--- src/rtl/mux16_rr_sched.sv ---
// Round-robin scheduler in front of a 16:1 single-bit mux. Arbitrates the
// request vector, drives the mux select and a one-hot grant, and holds each
// grant for hold_len+1 cycles or until the grantee drops its request.
module mux16_rr_sched #(
  parameter int unsigned NREQ = 16,
  parameter int unsigned SELW = 4
) (
  input  logic            clk,
  input  logic            rst_n,
  input  logic [NREQ-1:0] req,
  input  logic [3:0]      hold_len,
  output logic [SELW-1:0] sel,
  output logic [NREQ-1:0] gnt,
  output logic            valid,
  output logic            done
);

  typedef enum logic [0:0] {StIdle, StBusy} state_e;

  state_e            state_q, state_d;
  logic [SELW-1:0]   last_q, last_d;
  logic [3:0]        cnt_q, cnt_d;
  logic [SELW-1:0]   sel_q, sel_d;
  logic [NREQ-1:0]   gnt_q, gnt_d;
  logic              valid_q, valid_d;
  logic              done_q, done_d;

  logic [SELW-1:0]   win;
  logic [SELW-1:0]   cand;
  logic              found;
  logic              any_req;

  assign any_req = |req;

  // Round-robin search starting just after the last grantee; the previous
  // grantee is scanned last. Index arithmetic wraps because NREQ == 2**SELW.
  always_comb begin
    win   = last_q;
    cand  = last_q;
    found = 1'b0;
    for (int unsigned i = 1; i <= NREQ; i++) begin
      cand = last_q + SELW'(i);
      if (!found && req[cand]) begin
        win   = cand;
        found = 1'b1;
      end
    end
  end

  // Next-state and registered-output logic.
  always_comb begin
    state_d = state_q;
    last_d  = last_q;
    cnt_d   = cnt_q;
    sel_d   = sel_q;
    gnt_d   = gnt_q;
    valid_d = valid_q;
    done_d  = 1'b0;

    unique case (state_q)
      StIdle: begin
        if (any_req) begin
          state_d = StBusy;
          sel_d   = win;
          gnt_d   = {{(NREQ-1){1'b0}}, 1'b1} << win;
          valid_d = 1'b1;
          cnt_d   = hold_len;
          last_d  = win;
        end
      end
      StBusy: begin
        if (req[sel_q] && (cnt_q != 4'd0)) begin
          cnt_d = cnt_q - 4'd1;
        end else begin
          // Grant ends here; hand over without a gap if anyone is waiting.
          done_d = 1'b1;
          if (any_req) begin
            sel_d   = win;
            gnt_d   = {{(NREQ-1){1'b0}}, 1'b1} << win;
            valid_d = 1'b1;
            cnt_d   = hold_len;
            last_d  = win;
          end else begin
            state_d = StIdle;
            gnt_d   = '0;
            valid_d = 1'b0;
          end
        end
      end
      default: begin
        state_d = StIdle;
        gnt_d   = '0;
        valid_d = 1'b0;
      end
    endcase
  end

  // State registers with synchronous active-low reset; last resets to the
  // top index so the first search after reset begins at index 0.
  always_ff @(posedge clk) begin
    if (!rst_n) begin
      state_q <= StIdle;
      last_q  <= '1;
      cnt_q   <= '0;
      sel_q   <= '0;
      gnt_q   <= '0;
      valid_q <= 1'b0;
      done_q  <= 1'b0;
    end else begin
      state_q <= state_d;
      last_q  <= last_d;
      cnt_q   <= cnt_d;
      sel_q   <= sel_d;
      gnt_q   <= gnt_d;
      valid_q <= valid_d;
      done_q  <= done_d;
    end
  end

  assign sel   = sel_q;
  assign gnt   = gnt_q;
  assign valid = valid_q;
  assign done  = done_q;

endmodule

--- config.mk ---
export PLATFORM = sky130hd
export DESIGN_NAME = mux16_rr_sched
export DESIGN_NICKNAME = d
export VERILOG_FILES = /design/src/rtl/mux16_rr_sched.sv
export SDC_FILE = /design/constraint.sdc
export NUM_CORES = 1
export LEC_CHECK = 0
export CORE_MARGIN = 2
export CORE_UTILIZATION = 35
export DETAILED_ROUTE_END_ITERATION = 8
export GPL_TIMING_DRIVEN = 0
export PLACE_DENSITY = 0.58
export SYNTH_ARGS = -nofsm -noshare
export SYNTH_HDL_FRONTEND = slang
export SYNTH_SLANG_ARGS = --single-unit
--- constraint.sdc ---
create_clock -name clk -period 6.7 [get_ports clk]
set_input_delay 0.67 -clock clk [delete_from_list [all_inputs] [get_ports clk]]
set_output_delay 0.67 -clock clk [all_outputs]
set_load 0.005 [all_outputs]
# --- Word-level counts from Yosys, hierarchy flattened ---
# Cells that the tools add are included.
totals:
  word_cells: 164
  inputBits: 22
  register_bits: 31
op_classes:
  eq_ne: 2
  n_reduce_logical: 35
  n_mux: 85
  shifts: 1
  addsub: 16
  bitwise: 1
  n_lt_le_gt_ge: 17
op_table:
  columns: ["op", "count"]
  rows:
  - ["$mux W4", 22]
  - ["$lt A4 B5 Y1 const B", 17]
  - ["$bmux W1 S4", 17]
  - ["$mux W16", 3]
  - ["$mux W1", 37]
  - ["$add A4 B4 Y4 const B", 8]
  - ["$pmux W16 S2", 1]
  - ["$pmux W4 S2", 3]
  - ["$add A4 B3 Y4 const B", 4]
  - ["$logic_and A1 B1 Y1", 16]
  - ["$reduce_or A16 Y1", 1]
  - ["$shl A1 B4 Y16 const A", 1]
  - ["$logic_not A1 Y1", 15]
  - ["$add A4 B2 Y4 const B", 2]
  - ["$add A4 B1 Y4 const B", 1]
  - ["$ne A2 B2 Y1 const B", 2]
  - ["$pmux W1 S2", 2]
  - ["$reduce_and A2 Y1", 2]
  - ["$reduce_bool A4 Y1", 1]
  - ["$sub A4 B1 Y4 const B", 1]
  - ["$not A1 Y1", 1]

# --- Depth between registers and ports, before layout ---
logic_depth:
  depth_word: 53
  mapped_depth: 18
  depth_no_buf: 11

# --- Worst setup path before layout ---
# OpenSTA, ideal clock, no wires.
synth_timing:
  path_type: "register -> register"
  startpoint: "reg last_q[1]"
  endpoint: "reg gnt_q[1] (netlist: gnt[1])"
  arrival_time_ns: 4.834
  t_required_ns: 6.599
  stages_incl_launch_ff: 19
  setup_slack_ns: 1.765
  synth_period_minus_slack_ns: 4.935
  setup_time_ns: 0.101
  cell_sequence: "dfxtp_1 buf_2 buf_4 buf_2 clkbuf_1 inv_1 ha_1 clkbuf_1 clkbuf_1 mux4_2 mux2i_1 mux2i_2 nor4b_4 nand4_2 o32a_1 o211a_1 or2_0 buf_6 o41ai_1"
synth_between:
  elab_chain_len: 53
  word_cells_on_any_way: 113
synth_lines:
  columns: ["element", "line", "source"]
  rows:
  - ["from (decl)", "21", "logic [SELW-1:0] last_q, last_d;"]
  - ["from (signal assigned)", "111", "last_q <= last_d;"]
  - ["$add A4 B1 Y4", "42", "cand = last_q + SELW'(i);"]
  - ["$bmux W1 S4", "43", "if (!found && req[cand]) begin"]
  - ["$mux W1 (not written as such)", "43", null]
  - ["$mux W1", "43", null]
  - ["$logic_not A1 Y1", "43", null]
  - ["$logic_and A1 B1 Y1", "43", null]
  - ["$mux W1", "43", null]
  - ["$logic_not A1 Y1", "43", null]
  - ["(+37 left out)", null, null]
  - ["$mux W1", "43", null]
  - ["$logic_not A1 Y1", "43", null]
  - ["$logic_and A1 B1 Y1", "43", null]
  - ["$mux W4 (*)", "43", null]
  - ["$shl A1 B4 Y16 (*)", "65, 79", null]
  - ["$mux W16", "77", "if (any_req) begin"]
  - ["$mux W16", "72", "if (req[sel_q] && (cnt_q != 4'd0)) begin"]
  - ["$pmux W16 S2 (*)", "60", "unique case (state_q)"]
  - ["to (signal assigned)", "114", "gnt_q <= gnt_d;"]
  - ["to (decl)", "24", "logic [NREQ-1:0] gnt_q, gnt_d;"]
# Every way passes the cells marked *; elsewhere a longest branch is shown, timed or not. The select of a mux whose other input is x is not followed.
# A chain may end at the register's enable or synchronous reset.

# --- Worst setup path after layout ---
layout_timing:
  startpoint: "reg last_q[1]"
  endpoint: "reg gnt_q[7] (netlist: gnt[7])"
# Same word-level chain as after synthesis.

==> impl_results.md <==
- Status: finished, final reports clean
- EDFF count, synth: 0
- Crit path max-delay cell type: nor4b_4
- Number of global-route vias before repair: 3,993
- Most frequent cells in the layout: 45 x nand2_1, 43 x clkdlybuf4s50_1, 34 x mux2i_1
- Commonest non-fill, non-tap cell in the layout: nand2_1
- Synth warn: 0
- Final hold slack: 451 ps
- Residual DRC: 0
- Clock sink total: 31
- Ranking of synthesized cells by area: dfxtp_1 15%, mux4_2 15%, mux2i_1 8.5%
- Post-synthesis register bit count: 31
- Clock Pin Slew Worst Setup and Hold Paths: 50 ps
- Initial antenna violation count: 0
- Synthesis-to-finish area growth: 18.9%
- Layout cells sized above 1: 0.145
- Crit path DAT: between 6000 and 7000 ps
- Antenna-violating nets left: 0
- Core Util, Final: 0.422
- CP Capture Type: flip-flop
- Initial DRC Count: 402
- R2r setup slk: 580 ps
- Worst path required time: 6860 ps
- # H-tree levels: 2
- Clk_skew: 2.86 ps
- Final Max Slew Viols: 0
- Sequential cell area: 621 um^2
- Syn_area_per_cell: 8.69 um^2
- Crit path cell chain: buf_2 -> buf_4 -> buf_2 -> inv_1 -> ha_1 -> clkbuf_1 -> clkbuf_2 -> mux4_2 -> mux2i_1 -> mux2i_2 -> nor4b_4 -> nand4_2 -> o32a_1 -> o211a_1 -> or2_0 -> buf_6 -> o41ai_1
- Final Hold Fails: 0
- Largest net degree at the start of global routing: 13
- Hold EP: gnt[12]
- CTS root buf: clkbuf_16
- Crit. path cell count: 17
- Via-to-Cell Ratio: 6.47
- Core footprint: 0.0113 mm^2
- Total global routing overflow: 0
- Reg2reg end: gnt[7]
- WS Path Type: reg -> reg
- R2R depth: 17
- Row count: 39
- Sequential-to-total area share from yosys stat: 0.155
- Setup tns final: 0 ps
- Worst Max-Slew Pin Slew: 885 ps
- Total die area: 0.0123 mm^2
- Clk buf depth: 2
- Cell taking the most area after synthesis: dfxtp_1
- CTS tree: yes
- Layout fillers: 1,119
- Slew HR: 0.408
- Peak Freq: 0.163 GHz
- Starting density of the core: 0.355
- Tmin final: about 6000 ps
- Synth cell types: 71
- # port buffers: 43
- DR pass1 iterations: 5
- Worst Hold Depth: 2
- DP HPWL: ~11,000 um
- Die Wd: 111 um
- Wirelength, routed: between 10,000 and 15,000 um
- Post-Syn Instances: 462
- Gpl congestion: 0.976
- Worst Path Max Fanout: 19
- IO Pins: 44
- GRT Util Overall: 0.213
- CP bufs+invs: 7
- Async SR Flop Fraction: 0
- Vias: 4,231
- Critical path's top delay family: buffers and inverters
- Primary FF master, synth: dfxtp_1
- Area of the multi-input gates: 0.00320 mm^2
- Hold_buf cts: 0
- Top cell type's share of synthesized area: 0.155
- Antenna cell count: 0
- Height of the chip: 111 um
- Critical Path Source Type: flip-flop
- CTS buffer count: 5
- First-pass GRT wire length: approximately 22,000 um
- Final setup fails: 0
- Drt wl/cell: 20.7 um
- Worst-Skew Late Latency: 270 ps
- Cell mode on critical path: buf_2
- Syn Nets: 494
- Worst r2r src: last_q[1]
- Hold Path Class: reg -> reg
- Number of max-cap violations: 0
- Final worst path period share: 0.914
- Post-Syn Area: about 0.0040 mm^2
- Nets@finish: 543
- RSZ-0062 raised after global routing: false
- CP peak stage delay: 560 ps
- Hold Crit Start: gnt[12]
area by class of cell:
| cell class | count | share of cell area |
|---|---|---|
| Inverter | 21 | 0.0165 |
| Buffer | 23 | 0.0257 |
| Timing Repair Buffer | 43 | 0.0902 |
| Clock inverter | 1 | 0.00105 |
| Tap cell | 143 | 0.0375 |
| Multi-Input combinational cell | 386 | 0.670 |
| Clock buffer | 6 | 0.0291 |
| Sequential cell | 31 | 0.130 |
how the worst max path moves through the flow:
stage	from	to	slack (ps)
2_1_floorplan	last_q[1]	gnt[1]	1760
3_3_place_gp	last_q[1]	gnt[2]	70
5_1_grt	last_q[1]	gnt[1]	180
6_report	last_q[1]	gnt[7]	580
3_5_place_dp	last_q[1]	gnt[0]	80
4_1_cts	last_q[1]	gnt[0]	70
sequential cells by signal, indices dropped and copies added, names as in the netlist:
name / flops
cnt_q: 4
done: 1
gnt: 16
last_q: 4
sel: 4
state_q: 1
valid: 1
Yosys cell counts, drive strengths merged (12+ instances only):
| cell | instances |
|---|---|
| mux4 | 30 |
| o41ai | 13 |
| mux2i | 36 |
| mux2 | 18 |
| clkbuf | 14 |
| o21ai | 19 |
| nand3 | 12 |
| dfxtp | 31 |
| nand2 | 45 |
| inv | 20 |
| nor2 | 31 |
| a21oi | 33 |
kinds of logic after synthesis:
group                      count (synthesis)  synth area share
DFF                                       31             0.155
muxes                                     84             0.315
buffers and inverters                     45            0.0508
adders and majority gates                 10            0.0312
AOI/OAI and AO/OA                        135             0.236
and+or+nand+nor                          144             0.182
xor gates and xnor gates                  13            0.0302
worst register-to-register path, delay by kind of cell (launching register included):
kind            cells  cell delay (ps)
fa+ha+maj           1              370
flops               1              460
mux                 3             1180
simple gates        3             1020
compound gates      3              970
buf+inv             7             2040
per-stage QoR:
stage          worst slack (ps)  std cells  cell area, um^2
5_1_grt                     183        654             4770
2_1_floorplan              1760        462             4020
3_5_place_dp               80.6        648             4620
3_3_place_gp               71.4        648             4620
4_1_cts                    70.3        655             4770
6_report                    576        654             4770
routing by layer:
metal | track usage | up-vias | wire length (um)
li1 | - | 1922 | -
met2 | 0.348 | 221 | 6280
met1 | 0.289 | 2050 | 5860
met5 | 0 | - | 0
met4 | 0.0716 | 0 | 404
met3 | 0.0323 | 38 | 993
timing repair:
action                     in CTS  in global routing
buffers inserted                0                  0
gates resized for setup         0                  4
setup endpoints to repair       0                 23
Power is not shown: default switching activity piles up to over one toggle a cycle in this logic, so the estimate is an artifact.
